**config.mk**
```make
export PLATFORM = sky130hd
export DESIGN_NAME = uart_tx_fifo
export DESIGN_NICKNAME = d
export VERILOG_FILES = /design/src/rtl/uart_pkg.sv /design/src/rtl/sync_fifo.sv /design/src/rtl/uart_tx_fifo.sv
export SDC_FILE = /design/constraint.sdc
export NUM_CORES = 1
export LEC_CHECK = 0
export BUFFER_PORTS_ARGS = -buffer_cell sky130_fd_sc_hd__buf_2
export CAP_MARGIN = 20
export CORE_MARGIN = 1
export CORE_UTILIZATION = 35
export DETAILED_ROUTE_END_ITERATION = 7
export PLACE_DENSITY_LB_ADDON = 0.25
export SYNTH_ARGS = -nofsm -noshare
export SYNTH_HDL_FRONTEND = slang
export SYNTH_SLANG_ARGS = --single-unit
```
**constraint.sdc**
```tcl
create_clock -name i_clk -period 2.9 [get_ports i_clk]
set_input_delay 0.58 -clock i_clk [delete_from_list [all_inputs] [get_ports i_clk]]
set_output_delay 0.58 -clock i_clk [all_outputs]
set_load 0.005 [all_outputs]
```
**src/rtl/uart_pkg.sv**
```systemverilog
// ---------------------------------------------------------------------------
// uart_pkg
// Shared definitions for the UART transmit path.
//   tx_state_e : transmitter frame states (IDLE, START, DATA, PARITY, STOP)
//   PAR_EVEN / PAR_ODD : values accepted by the PARITY_ODD parameter
//   BIT_CNT_W  : width of the per-frame bit counter (covers up to 9 data bits)
// ---------------------------------------------------------------------------
package uart_pkg;

  typedef enum logic [2:0] {
    ST_IDLE   = 3'd0,
    ST_START  = 3'd1,
    ST_DATA   = 3'd2,
    ST_PARITY = 3'd3,
    ST_STOP   = 3'd4
  } tx_state_e;

  localparam int PAR_EVEN = 0;
  localparam int PAR_ODD  = 1;

  localparam int BIT_CNT_W = 4;

endpackage

```
**src/rtl/sync_fifo.sv**
```systemverilog
// ---------------------------------------------------------------------------
// sync_fifo
// Single-clock FIFO with a registered occupancy count. The head word is
// presented combinationally on o_data so a pop and its data use the same edge.
// Ports:
//   i_clk, i_rst : clock and synchronous active-high reset
//   i_push       : write i_data (ignored while full)
//   i_pop        : drop the head word (ignored while empty)
//   i_data       : word to write
//   o_data       : current head word
//   o_count      : words held, 0..DEPTH
//   o_full       : o_count == DEPTH
//   o_empty      : o_count == 0
// ---------------------------------------------------------------------------
module sync_fifo #(
  parameter int WIDTH = 8,
  parameter int DEPTH = 8
) (
  input  logic                   i_clk,
  input  logic                   i_rst,
  input  logic                   i_push,
  input  logic                   i_pop,
  input  logic [WIDTH-1:0]       i_data,
  output logic [WIDTH-1:0]       o_data,
  output logic [$clog2(DEPTH):0] o_count,
  output logic                   o_full,
  output logic                   o_empty
);

  localparam int PTR_W = $clog2(DEPTH);

  logic [WIDTH-1:0] mem_q [DEPTH];
  logic [PTR_W-1:0] wrPtr_q, wrPtr_d;
  logic [PTR_W-1:0] rdPtr_q, rdPtr_d;
  logic [PTR_W:0]   count_q, count_d;
  logic             doPush;
  logic             doPop;

  assign o_full  = (count_q == (PTR_W+1)'(DEPTH));
  assign o_empty = (count_q == '0);
  assign o_count = count_q;
  assign o_data  = mem_q[rdPtr_q];

  assign doPush = i_push && !o_full;
  assign doPop  = i_pop && !o_empty;

  // Pointer and count update. DEPTH is a power of two, so the pointers wrap
  // naturally by overflowing their width. A push and pop on the same edge
  // both happen and leave the count where it was.
  always_comb begin
    wrPtr_d = wrPtr_q;
    rdPtr_d = rdPtr_q;
    count_d = count_q;
    if (doPush) begin
      wrPtr_d = wrPtr_q + 1'b1;
    end
    if (doPop) begin
      rdPtr_d = rdPtr_q + 1'b1;
    end
    case ({doPush, doPop})
      2'b10:   count_d = count_q + 1'b1;
      2'b01:   count_d = count_q - 1'b1;
      default: count_d = count_q;
    endcase
  end

  // Control state register with synchronous reset.
  always_ff @(posedge i_clk) begin
    if (i_rst) begin
      wrPtr_q <= '0;
      rdPtr_q <= '0;
      count_q <= '0;
    end else begin
      wrPtr_q <= wrPtr_d;
      rdPtr_q <= rdPtr_d;
      count_q <= count_d;
    end
  end

  // Storage array. It is not cleared on reset; the count decides what is valid.
  always_ff @(posedge i_clk) begin
    if (!i_rst && doPush) begin
      mem_q[wrPtr_q] <= i_data;
    end
  end

endmodule

```
**src/rtl/uart_tx_fifo.sv**
```systemverilog
// ---------------------------------------------------------------------------
// uart_tx_fifo
// Buffered UART transmitter: words written on i_data/i_valid queue in a
// sync_fifo and are sent as start bit, DATA_W data bits LSB first, optional
// parity bit and STOP_BITS stop bits, each bit lasting CLKS_PER_BIT cycles.
// Ports:
//   i_clk, i_rst : clock and synchronous active-high reset
//   i_data       : word to transmit
//   i_valid      : write request, accepted when o_ready is high
//   o_ready      : FIFO not full
//   o_tx         : registered serial output, idle high
//   o_busy       : frame in progress
//   o_count      : words waiting in the FIFO
//   o_overflow   : sticky flag, set by a write attempted while full
// ---------------------------------------------------------------------------
module uart_tx_fifo
  import uart_pkg::*;
#(
  parameter int DATA_W       = 8,
  parameter int CLKS_PER_BIT = 16,
  parameter int FIFO_DEPTH   = 8,
  parameter int PARITY_EN    = 0,
  parameter int PARITY_ODD   = 0,
  parameter int STOP_BITS    = 1
) (
  input  logic                        i_clk,
  input  logic                        i_rst,
  input  logic [DATA_W-1:0]           i_data,
  input  logic                        i_valid,
  output logic                        o_ready,
  output logic                        o_tx,
  output logic                        o_busy,
  output logic [$clog2(FIFO_DEPTH):0] o_count,
  output logic                        o_overflow
);

  localparam int CNT_W = $clog2(CLKS_PER_BIT);

  tx_state_e             state_q, state_d;
  logic [CNT_W-1:0]      cycleCnt_q, cycleCnt_d;
  logic [BIT_CNT_W-1:0]  bitCnt_q, bitCnt_d;
  logic [DATA_W-1:0]     shift_q, shift_d;
  logic                  parity_q, parity_d;
  logic                  tx_q, tx_d;
  logic                  overflow_q, overflow_d;

  logic                  fifoPush;
  logic                  popReq;
  logic [DATA_W-1:0]     fifoData;
  logic                  fifoFull;
  logic                  fifoEmpty;
  logic                  lastCycle;

  assign o_ready    = !fifoFull;
  assign fifoPush   = i_valid && o_ready;
  assign o_tx       = tx_q;
  assign o_busy     = (state_q != ST_IDLE);
  assign o_overflow = overflow_q;
  assign lastCycle  = (cycleCnt_q == CNT_W'(CLKS_PER_BIT - 1));

  sync_fifo #(
    .WIDTH (DATA_W),
    .DEPTH (FIFO_DEPTH)
  ) u_fifo (
    .i_clk   (i_clk),
    .i_rst   (i_rst),
    .i_push  (fifoPush),
    .i_pop   (popReq),
    .i_data  (i_data),
    .o_data  (fifoData),
    .o_count (o_count),
    .o_full  (fifoFull),
    .o_empty (fifoEmpty)
  );

  // Frame sequencing. The cycle counter paces every bit; the bit counter
  // tracks data bits in DATA and stop bits in STOP. A new frame starts either
  // from IDLE or straight out of the last stop cycle, so queued words go out
  // with no idle gap. Starting a frame pops the head word into the shifter,
  // captures its parity and drives the start bit on the same edge.
  always_comb begin
    state_d    = state_q;
    cycleCnt_d = cycleCnt_q;
    bitCnt_d   = bitCnt_q;
    shift_d    = shift_q;
    parity_d   = parity_q;
    tx_d       = tx_q;
    popReq     = 1'b0;
    overflow_d = overflow_q | (i_valid & fifoFull);

    if (state_q != ST_IDLE) begin
      cycleCnt_d = lastCycle ? '0 : cycleCnt_q + 1'b1;
    end

    case (state_q)
      ST_IDLE: begin
        popReq = !fifoEmpty;
      end
      ST_START: begin
        if (lastCycle) begin
          state_d  = ST_DATA;
          bitCnt_d = '0;
          tx_d     = shift_q[0];
          shift_d  = shift_q >> 1;
        end
      end
      ST_DATA: begin
        if (lastCycle) begin
          if (bitCnt_q == BIT_CNT_W'(DATA_W - 1)) begin
            bitCnt_d = '0;
            if (PARITY_EN != 0) begin
              state_d = ST_PARITY;
              tx_d    = parity_q;
            end else begin
              state_d = ST_STOP;
              tx_d    = 1'b1;
            end
          end else begin
            bitCnt_d = bitCnt_q + 1'b1;
            tx_d     = shift_q[0];
            shift_d  = shift_q >> 1;
          end
        end
      end
      ST_PARITY: begin
        if (lastCycle) begin
          state_d  = ST_STOP;
          bitCnt_d = '0;
          tx_d     = 1'b1;
        end
      end
      ST_STOP: begin
        if (lastCycle) begin
          if (bitCnt_q == BIT_CNT_W'(STOP_BITS - 1)) begin
            state_d  = ST_IDLE;
            bitCnt_d = '0;
            tx_d     = 1'b1;
            popReq   = !fifoEmpty;
          end else begin
            bitCnt_d = bitCnt_q + 1'b1;
          end
        end
      end
      default: begin
        state_d = ST_IDLE;
        tx_d    = 1'b1;
      end
    endcase

    if (popReq) begin
      state_d    = ST_START;
      cycleCnt_d = '0;
      bitCnt_d   = '0;
      shift_d    = fifoData;
      parity_d   = (^fifoData) ^ (PARITY_ODD != PAR_EVEN);
      tx_d       = 1'b0;
    end
  end

  // Transmitter state register. Reset aborts any frame and returns the line
  // to idle-high on the same edge.
  always_ff @(posedge i_clk) begin
    if (i_rst) begin
      state_q    <= ST_IDLE;
      cycleCnt_q <= '0;
      bitCnt_q   <= '0;
      shift_q    <= '0;
      parity_q   <= 1'b0;
      tx_q       <= 1'b1;
      overflow_q <= 1'b0;
    end else begin
      state_q    <= state_d;
      cycleCnt_q <= cycleCnt_d;
      bitCnt_q   <= bitCnt_d;
      shift_q    <= shift_d;
      parity_q   <= parity_d;
      tx_q       <= tx_d;
      overflow_q <= overflow_d;
    end
  end

endmodule

```
; After elaboration in Yosys (flattened, before gate mapping)
; Memory sizes are Yosys's and may differ from the RTL's. A register that Yosys moved wholly into a read port is not among the register bits.
; Cells that the tools add are included.
[word_totals]
mem_bits_rw = 64
out_inout_bits = 8
mem_count = 1
regBits = 31
in_bits = 11
wordCells = 101
[mem_list]
columns = name, depth, word_bits, read_ports, rd_clocked_by_memory_dff, wr, line
row1 = u_fifo.mem_q, 8, 8, 1, 1, 1, sync_fifo.sv:32  ; logic [WIDTH-1:0] mem_q [DEPTH];
[op_classes]
mux = 36
n_eq_ne = 24
n_bitwise = 3
add_sub_neg = 6
reduce_logical = 21
[ops]
columns = operator, count
row1 = 2-to-1 mux 8 bit, 4
row2 = 2-to-1 mux 3 bit, 8
row3 = 2-to-1 mux 4 bit, 6
row4 = "!= test 3 x 2 -> 1 bit, second input constant", 7
row5 = one-hot mux 8 bit (2 select lines), 1
row6 = one-hot mux 3 bit (5 select lines), 1
row7 = AND reduction 7 bit, 2
row8 = "adder 4 x 1 -> 4 bit, second input constant", 3
row9 = 2-to-1 mux 1 bit, 12
row10 = "!= test 2 bit, second input constant", 6
row11 = one-hot mux 4 bit (3 select lines), 1
row12 = nonzero test 3 bit, 3
row13 = "equality test 4 bit, second input constant", 2
row14 = zero test 4 bit, 2
row15 = one-hot mux 4 bit (2 select lines), 1
row16 = AND reduction 4 bit, 2
row17 = "adder 3 x 1 -> 3 bit, second input constant", 2
row18 = "equality test 3 x 2 -> 1 bit, second input constant", 2
row19 = AND reduction 6 bit, 1
row20 = one-hot mux 1 bit (5 select lines), 1
row21 = "equality test 4 x 3 -> 1 bit, second input constant", 1
row22 = logical AND 1 bit, 4
row23 = "!= test 2 x 1 -> 1 bit, second input constant", 2
row24 = OR reduction 2 bit, 2
row25 = other kinds (12), 14

; Logic depth before layout (Yosys ltp)
; Gate-level depths: netlist of the first run.
[depth]
word_depth = 8
mapped_depth = 13
mapped_depth_nobuf = 13

; Cells and area by module
; Synthesis of the first run repeated with hierarchy kept, for this count alone.
[hier_totals]
hier_cells = 311
area_unflattened_um2 = 4345.4
[by_module_without_submodules]
columns = mod, instances, cells_each, area_each_um2, seq_area_each_um2
row1 = sync_fifo, 1, 168, 3124.2, 2182.1
row2 = uart_tx_fifo, 1, 143, 1221.2, 420.4

; Worst setup path after synthesis of the first run
; OpenSTA, ideal clock, no wires.
[synth_timing]
path_type = reg2reg
startpoint = register cycleCnt_q[0]
endpoint = register u_fifo.count_q[2] (netlist: u_fifo.o_count[2])
path_slack_ps = 404
path_buffers = 1
arrival_time_ps = 2426
path_stages_with_launch = 14
setup_ps = 71
period_less_slack_ps = 2496
required_time_ps = 2829
cell_sequence = dfxtp_1 > ha_1 > and3_1 > buf_4 > a21bo_1 > nand2_1 > inv_1 > ha_1 > xor2_1 > ha_1 > a21oi_1 > xor2_1 > or3_1 > a21oi_1
[synth_via]
elab_chain_len = 6
elab_cells_between_ends = 8
cone_classes = 3 x eq/ne / 3 x mux / 2 x reduce/logical
[synth_lines]
columns = element, line
row1 = "start, declared", uart_tx_fifo.sv:40  ; logic [CNT_W-1:0] cycleCnt_q, cycleCnt_d;
row2 = "start signal, assigned", uart_tx_fifo.sv:173  ; cycleCnt_q <= cycleCnt_d;
row3 = equality test 4 bit (*), uart_tx_fifo.sv:59  ; assign lastCycle = (cycleCnt_q == CNT_W'(CLKS_PER_BIT - 1));
row4 = 2-to-1 mux 1 bit (*), uart_tx_fifo.sv:133  ; if (lastCycle) begin
row5 = one-hot mux 1 bit (2 select lines) (*), uart_tx_fifo.sv:95  ; case (state_q)
row6 = logical AND 1 bit (*), sync_fifo.sv:45  ; assign doPop = i_pop && !o_empty;
row7 = equality test 2 x 1 -> 1 bit or equality test 2 bit (tied branches), sync_fifo.sv:60  ; case ({doPush, doPop})
row8 = one-hot mux 4 bit (2 select lines) or nonzero test 2 bit (tied branches), -
row9 = "end signal, assigned", sync_fifo.sv:76  ; count_q <= count_d;
row10 = "end, declared", sync_fifo.sv:35  ; logic [PTR_W:0] count_q, count_d;
; Mark *: on every way between the ends. The rest lies on a longest branch, timed or not.
; A chain may end at the register's enable or synchronous reset.

; Worst setup path in the final report of the first run
; Ends and elaborated chain as after synthesis.

==> out/summary.txt, run 1 <==
drt wl/cell: 16.3 µm
Sink Count: 98
met3 usage: 3.08%
Die Wd: 112 µm
largest net degree at the start of global routing: 28
Max VDD drop: 0.450 mV
max_cap viols: 0
number of H-tree levels: 3
Async SR Flop Fraction: 0%
CTS tree: yes
met1 usage: 17.0%
worst-path cell chain: ha_1 -> and3_1 -> a21bo_1 -> nand2_1 -> inv_1 -> ha_1 -> xor2_1 -> ha_1 -> a21oi_1 -> xor2_1 -> or3_1 -> a21oi_1
number of setup violations in the final report: 0
via count: 2,389
Tmin final: 2.59 ns
WP buf/inv: 1
Hold Buf Count CTS: 0
clk buf depth: 2
Ports: 19
busiest grt layer: met2
Rows: 39
internal power: 2.64 mW
failing checks: DRC
CP delay by family, top: adder cells
GP Congestion: 0.769
Worst-Skew Late Latency: 0.35 ns
Starting Density: 36.6%
NetSw: 1.14 mW
number of synthesized flops with an enable pin: 64
CTS resizes: 0
die area: 12,600 µm²
share of cells above drive strength 1: 23.8%
die height: 112 µm
first-pass GRT wire length: 12.6 mm
Setup WS pre-CTS: 0.329 ns
most frequent cell after synthesis: edfxtp_1
register area: 2600 µm²
count of cell types in the netlist: 56
Final Cell Area: 4790 µm²
DRC Markers: 2
crit start category: register
sw frac: 30.2%
Root Buffer: clkbuf_16
Worst slew margin: 48.1%
Final Worst Setup Slack: 0.311 ns
WP data arrival: 2.86 ns
fmax: 386 MHz
actual slew at the worst max-slew pin: 0.777 ns
nets: 337
Primary FF master, synth: edfxtp_1
DRT Pass-1 Iters: 6
overall power: 3.78 mW
WP data required: 3.17 ns
sequential share of power: 46.9%
top cell type's share of synthesized area: 45.3%
Core Area: 11,600 µm²
drt via density: 5.13
status: complete, but fails checks
M2 GR Usage: 21.7%
Detailed Route Iter0 Violations: 137
initial antenna violation count: 0
power per standard cell area: 789 nW/µm²
clk_skew: 0.00704 ns
GRT Overall Usage: 13.3%
worst min path class: reg2reg
P&R area growth vs syn: 12.8%
Final Hold Fails: 0
Slew Viols, Final: 0
CTS Buf Count: 9
synth top area cells: edfxtp_1 (45%), dfxtp_1 (16%), mux4_2 (8.0%)
vias in the first global route: 2,411
synthesized cell area: 4250 µm²
Syn Nets: 313
Yosys reg bits: 98
CP max-delay cell: dfxtp_1
Total Wirelength: 7.58 mm
RSZ-0062 raised after global routing: no
Syn Area/Cell: 14.4 µm²
number of port buffers: 18
crit path capture type: register
Setup Crit Path Kind: reg2reg
Comb pwr share: 22.9%
sequential share of the synthesized area: 61.3%
area occupied by multi-input gates: 1530 µm²
top cells by count, synth: edfxtp_1 (64), dfxtp_1 (34), a21oi_1 (18)
fill count: 1,081
dpl hpwl: 4.99 mm
synth warn: 0
placed instance area: 4510 µm²
post-synth top area cell: edfxtp_1
clock share of power: 30.2%
Leak Pwr: 1.58 nW
ant diodes: 0
cells after synthesis: 294
Worst path max stage delay: 0.35 ns
total gr overflow: 0
post-route setup TNS: 0 ns
Reg clk slew, reported paths: 0.07 ns
Post-DRT Antenna Nets: 0
Hold WS: 0.471 ns
most frequent CP cell: ha_1
crit-path max FO: 5
Tcrit/Tclk final: 89.3%
postcts setup bufs: 0
## final cells by class
cell class	count	area share [%]
Clock buffer	9	4.70
Clock inverter	7	1.20
Inverter	5	0.392
Multi-Input combinational cell	174	31.9
Sequential cell	98	54.3
Tap cell	143	3.73
Timing Repair Buffer	30	3.76
## kinds of logic (layout without fill, tap and decap cells)
| family | Yosys count | count (layout) | share of synthesized area (%) |
|---|---|---|---|
| DFF | 98 | 98 | 61.3 |
| and+or+nand+nor | 79 | 79 | 11.8 |
| AOI/OAI and AO/OA | 46 | 46 | 6.42 |
| muxes | 33 | 33 | 12.6 |
| buffers and inverters | 22 | 51 | 3.62 |
| adders and majority gates | 8 | 8 | 2.36 |
| xor gates and xnor gates | 8 | 8 | 1.83 |
## power groups by stage
stage | sequential, mW | combinational [mW] | clock, mW
3_5_place_dp | 1.81 | 0.876 | 0
3_3_place_gp | 1.80 | 0.863 | 0
4_1_cts | 1.78 | 0.880 | 1.17
2_1_floorplan | 1.73 | 0.763 | 0
5_1_grt | 1.81 | 0.973 | 1.23
6_report | 1.77 | 0.867 | 1.14
## worst reg2reg max path: stages (launching register included)
cell and delay, ns:
dfxtp_1 0.35, ha_1 0.27, and3_1 0.23, a21bo_1 0.22, nand2_1 0.12, inv_1 0.07
ha_1 0.24, xor2_1 0.16, ha_1 0.18, a21oi_1 0.15, xor2_1 0.09, or3_1 0.30
a21oi_1 0.14
## per-layer routing
metal	vias up	wire length [µm]
met3	7	167
met4	0	99
met2	19	3800
met1	1187	3520
met5	-	0
li1	1176	-
## metrics by stage
step | utilization, % | instances
finish | 41.3 | 466
CTS | 41.3 | 466
floorplan | - | 294
global placement | 38.8 | 450
global route | 41.3 | 466
detailed placement | 38.8 | 450
## cells in the final DEF (no fill, tap or decap), types with 4 or more instances in the layout
master	synthesis	routed
nor2b_1	5	5
nand2_1	12	12
xor2_1	6	6
or3_1	4	4
mux4_2	15	15
dfxtp_1	34	34
o21ai_0	7	7
nor4b_2	0	4
o22ai_1	7	7
mux2i_1	15	15
edfxtp_1	64	64
ha_1	8	8
nor2_1	15	15
clkbuf_16	0	9
nand3_1	6	6
nor3_1	4	4
buf_4	2	12
a21oi_1	18	18
inv_1	4	4
buf_2	4	18
## path summary, 6_finish.rpt
path / start / to / slack [ns] / cells after the start
max: cycleCnt_q[0] / u_fifo.o_count[2] / 0.31 / 12
min: o_overflow / o_overflow / 0.47 / 2
max reg2reg: cycleCnt_q[0] / u_fifo.o_count[2] / 0.31 / 12
min reg2reg: o_overflow / o_overflow / 0.47 / 2
## flip-flops by register name, summed over array words and instances, names as in the netlist, named ones only
register and flops:
bitCnt_q 4, o_overflow 1, o_tx 1, shift_q 8, cycleCnt_q 4, u_fifo.wrPtr_q 3, u_fifo.rdPtr_q 3, u_fifo.o_count 4
u_fifo.mem_q 64, state_q 3
(Power assumes the default switching activity.)
==> inputs of run 2 (changes only) <==
--- a/config.mk
+++ b/config.mk
@@ -11,6 +11,7 @@
 export CORE_UTILIZATION = 35
 export DETAILED_ROUTE_END_ITERATION = 7
 export PLACE_DENSITY_LB_ADDON = 0.25
+export REMOVE_ABC_BUFFERS = 1
 export SYNTH_ARGS = -nofsm -noshare
 export SYNTH_HDL_FRONTEND = slang
 export SYNTH_SLANG_ARGS = --single-unit
==> out/summary.txt, run 2 (synthesis results as in run 1) <==
Final Worst Setup Slack: 0.342 ns (+0.0312 ns)
number of port buffers: 18 (unchanged)
Post-DRT Antenna Nets: 0 (unchanged)
share of cells above drive strength 1: 23.6% (-0.24 points)
Worst R2R End: u_fifo.o_count[2]
clk_skew: 0.00674 ns (-0.000302 ns)
highest-count cells in the layout ignoring fill and taps: edfxtp_1 (64), dfxtp_1 (34), a21oi_1 (18), buf_2 (18)
drt wl/cell: 16.3 µm (+0.33%)
RSZ-0062 raised after global routing: no
met3 routed wirelength: 240 µm (+44%)
ant diodes: 0 (unchanged)
number of H-tree levels: 3 (unchanged)
postcts setup bufs: 0 (unchanged)
FF-to-FF setup slack: 0.34 ns (+0.03 ns)
worst min path class: reg2reg
die height: 112 µm (unchanged)
GP Congestion: 0.756 (-1.7%)
crit-path max FO: 5 (unchanged)
WL met1: 3.47 mm (-1.4%)
WHS Endpoint: o_overflow
Worst Hold Launch: o_overflow
post-route setup TNS: 0 ns (unchanged)
max_cap viols: 0 (unchanged)
commonest non-fill, non-tap cell in the layout: edfxtp_1
largest net degree at the start of global routing: 28 (unchanged)
Final Cell Area: 4810 µm² (+0.37%)
drt via density: 5.13 (about the same)
r2r worst-path depth: 12 (unchanged)
vias in the first global route: 2,346 (-2.7%)
via count: 2,385 (-0.17%)
first-pass GRT wire length: 12.4 mm (-1.6%)
DRT Pass-1 Iters: 6 (unchanged)
Worst-Skew Late Latency: 0.34 ns (about the same)
placed instance area: 4500 µm² (-0.17%)
number of setup violations in the final report: 0 (unchanged)
Rows: 39 (unchanged)
area occupied by multi-input gates: 1530 µm² (unchanged)
register area: 2600 µm² (unchanged)
WP data required: 3.17 ns (about the same)
CTS resizes: 0 (unchanged)
Setup WS pre-CTS: 0.346 ns (+0.0171 ns)
met2 routed WL: 3.75 mm (-1.2%)
Ports: 19 (unchanged)
Largest regs: u_fifo.mem_q: 64 flops, shift_q: 8 flops
crit path capture type: register
CTS tree: yes
Max VDD drop: 0.599 mV (+33%)
actual slew at the worst max-slew pin: 0.789 ns (+0.0121 ns)
power per standard cell area: 799 nW/µm² (+1.3%)
Tcrit/Tclk final: 88.2% (-1.1 points)
status: complete, but fails checks
Final Hold Fails: 0 (unchanged)
Top reg by flops: u_fifo.mem_q
FF-to-FF Start: cycleCnt_q[0]
Slew Viols, Final: 0 (unchanged)
failing checks: DRC
Min-Delay Path Depth: 2 (unchanged)
max FFs per register: 64 (unchanged)
Hold Buf Count CTS: 0 (unchanged)
P&R area growth vs syn: 13.2%
Detailed Route Iter0 Violations: 102 (-26%)
top sig layer: met4
Hold WS: 0.469 ns (-0.00185 ns)
Leak Pwr: 1.60 nW (+0.65%)
initial antenna violation count: 0 (unchanged)
dpl hpwl: 4.95 mm (-0.83%)
Sink Count: 98 (unchanged)
Tmin final: 2.56 ns (-0.0312 ns)
Die Wd: 112 µm (unchanged)
die area: 12,600 µm² (unchanged)
fmax: 391 MHz (+1.2%)
fill count: 1,069 (-1.1%)
Setup Crit Path Kind: reg2reg
Worst slew margin: 47.3% (-0.81 points)
GRT Overall Usage: 13.3% (-0.056 points)
clk buf depth: 2 (unchanged)
Total Wirelength: 7.59 mm (+0.12%)
CTS Buf Count: 9 (unchanged)
DRC Markers: 1 (-1)
crit start category: register
nets: 336 (-0.30%)
Root Buffer: clkbuf_16
Starting Density: 36.6% (unchanged)
WP data arrival: 2.83 ns (-0.03 ns)
total gr overflow: 0 (unchanged)
Core Area: 11,600 µm² (unchanged)
Reg clk slew, reported paths: 0.07 ns (about the same)
==> run 2: changes by cell type in the layout (fill, tap and decap cells not counted) <==
| cell | previous run | this run |
|---|---|---|
| buf_4 | 12 | 11 |
| inv_6 | 3 | 2 |
| clkinvlp_4 | 1 | 0 |
| inv_8 | 1 | 2 |
| bufinv_16 | 0 | 1 |
==> run 2: how the worst max path moves through the flow <==
| stage | end | from | cells after the start |
|---|---|---|---|
| 6_report | u_fifo.o_count[2] | cycleCnt_q[0] | 12 |
| 4_1_cts | u_fifo.o_count[2] | cycleCnt_q[0] | 12 |
| 5_1_grt | u_fifo.o_count[2] | u_fifo.o_count[1] | 11 |
| 3_5_place_dp | u_fifo.o_count[2] | cycleCnt_q[0] | 12 |
| 3_3_place_gp | u_fifo.o_count[2] | cycleCnt_q[0] | 12 |
| 2_1_floorplan | u_fifo.mem_q[2][0] | u_fifo.o_count[1] | 4 |
==> run 2: per-stage QoR <==
step | util, % | cells | total power, mW
finish | 41.4 | 465 | 3.84
global route | 41.4 | 465 | 4.06
CTS | 41.4 | 465 | 3.90
detailed placement | 38.8 | 449 | 2.67
global placement | 38.8 | 449 | 2.66
floorplan | - | 277 | 2.41
==> run 2: worst max-delay path, cell delays in order, from the launching register on <==
cell,delay (ns)
dfxtp_1,0.35
ha_1,0.27
and3_1,0.22
a21bo_1,0.21
nand2_1,0.12
inv_1,0.07
ha_1,0.24
xor2_1,0.16
ha_1,0.18
a21oi_1,0.14
xor2_1,0.09
or3_1,0.31
a21oi_1,0.14
==> run 2: cell type report <==
type                       instances  share of cell area, %
multi-input combinational        174                   31.8
clock inverter                     7                   1.72
clock buffer                       9                   4.68
timing repair buffer              29                   3.59
inverter                           5                  0.390
sequential                        98                   54.1
tap                              143                   3.72
==> run 2: power by group <==
part | switching [mW] | internal, mW
logic | 0.454 | 0.407
registers | 0.140 | 1.63
clock network | 0.529 | 0.685
total | 1.12 | 2.72
==> run 2: metal layers <==
layer / vias up / track usage [%]
met2: 27 / 22.0
met3: 9 / 4.54
met5: - / 0
met1: 1177 / 15.9
met4: 0 / 5.16
li1: 1172 / -
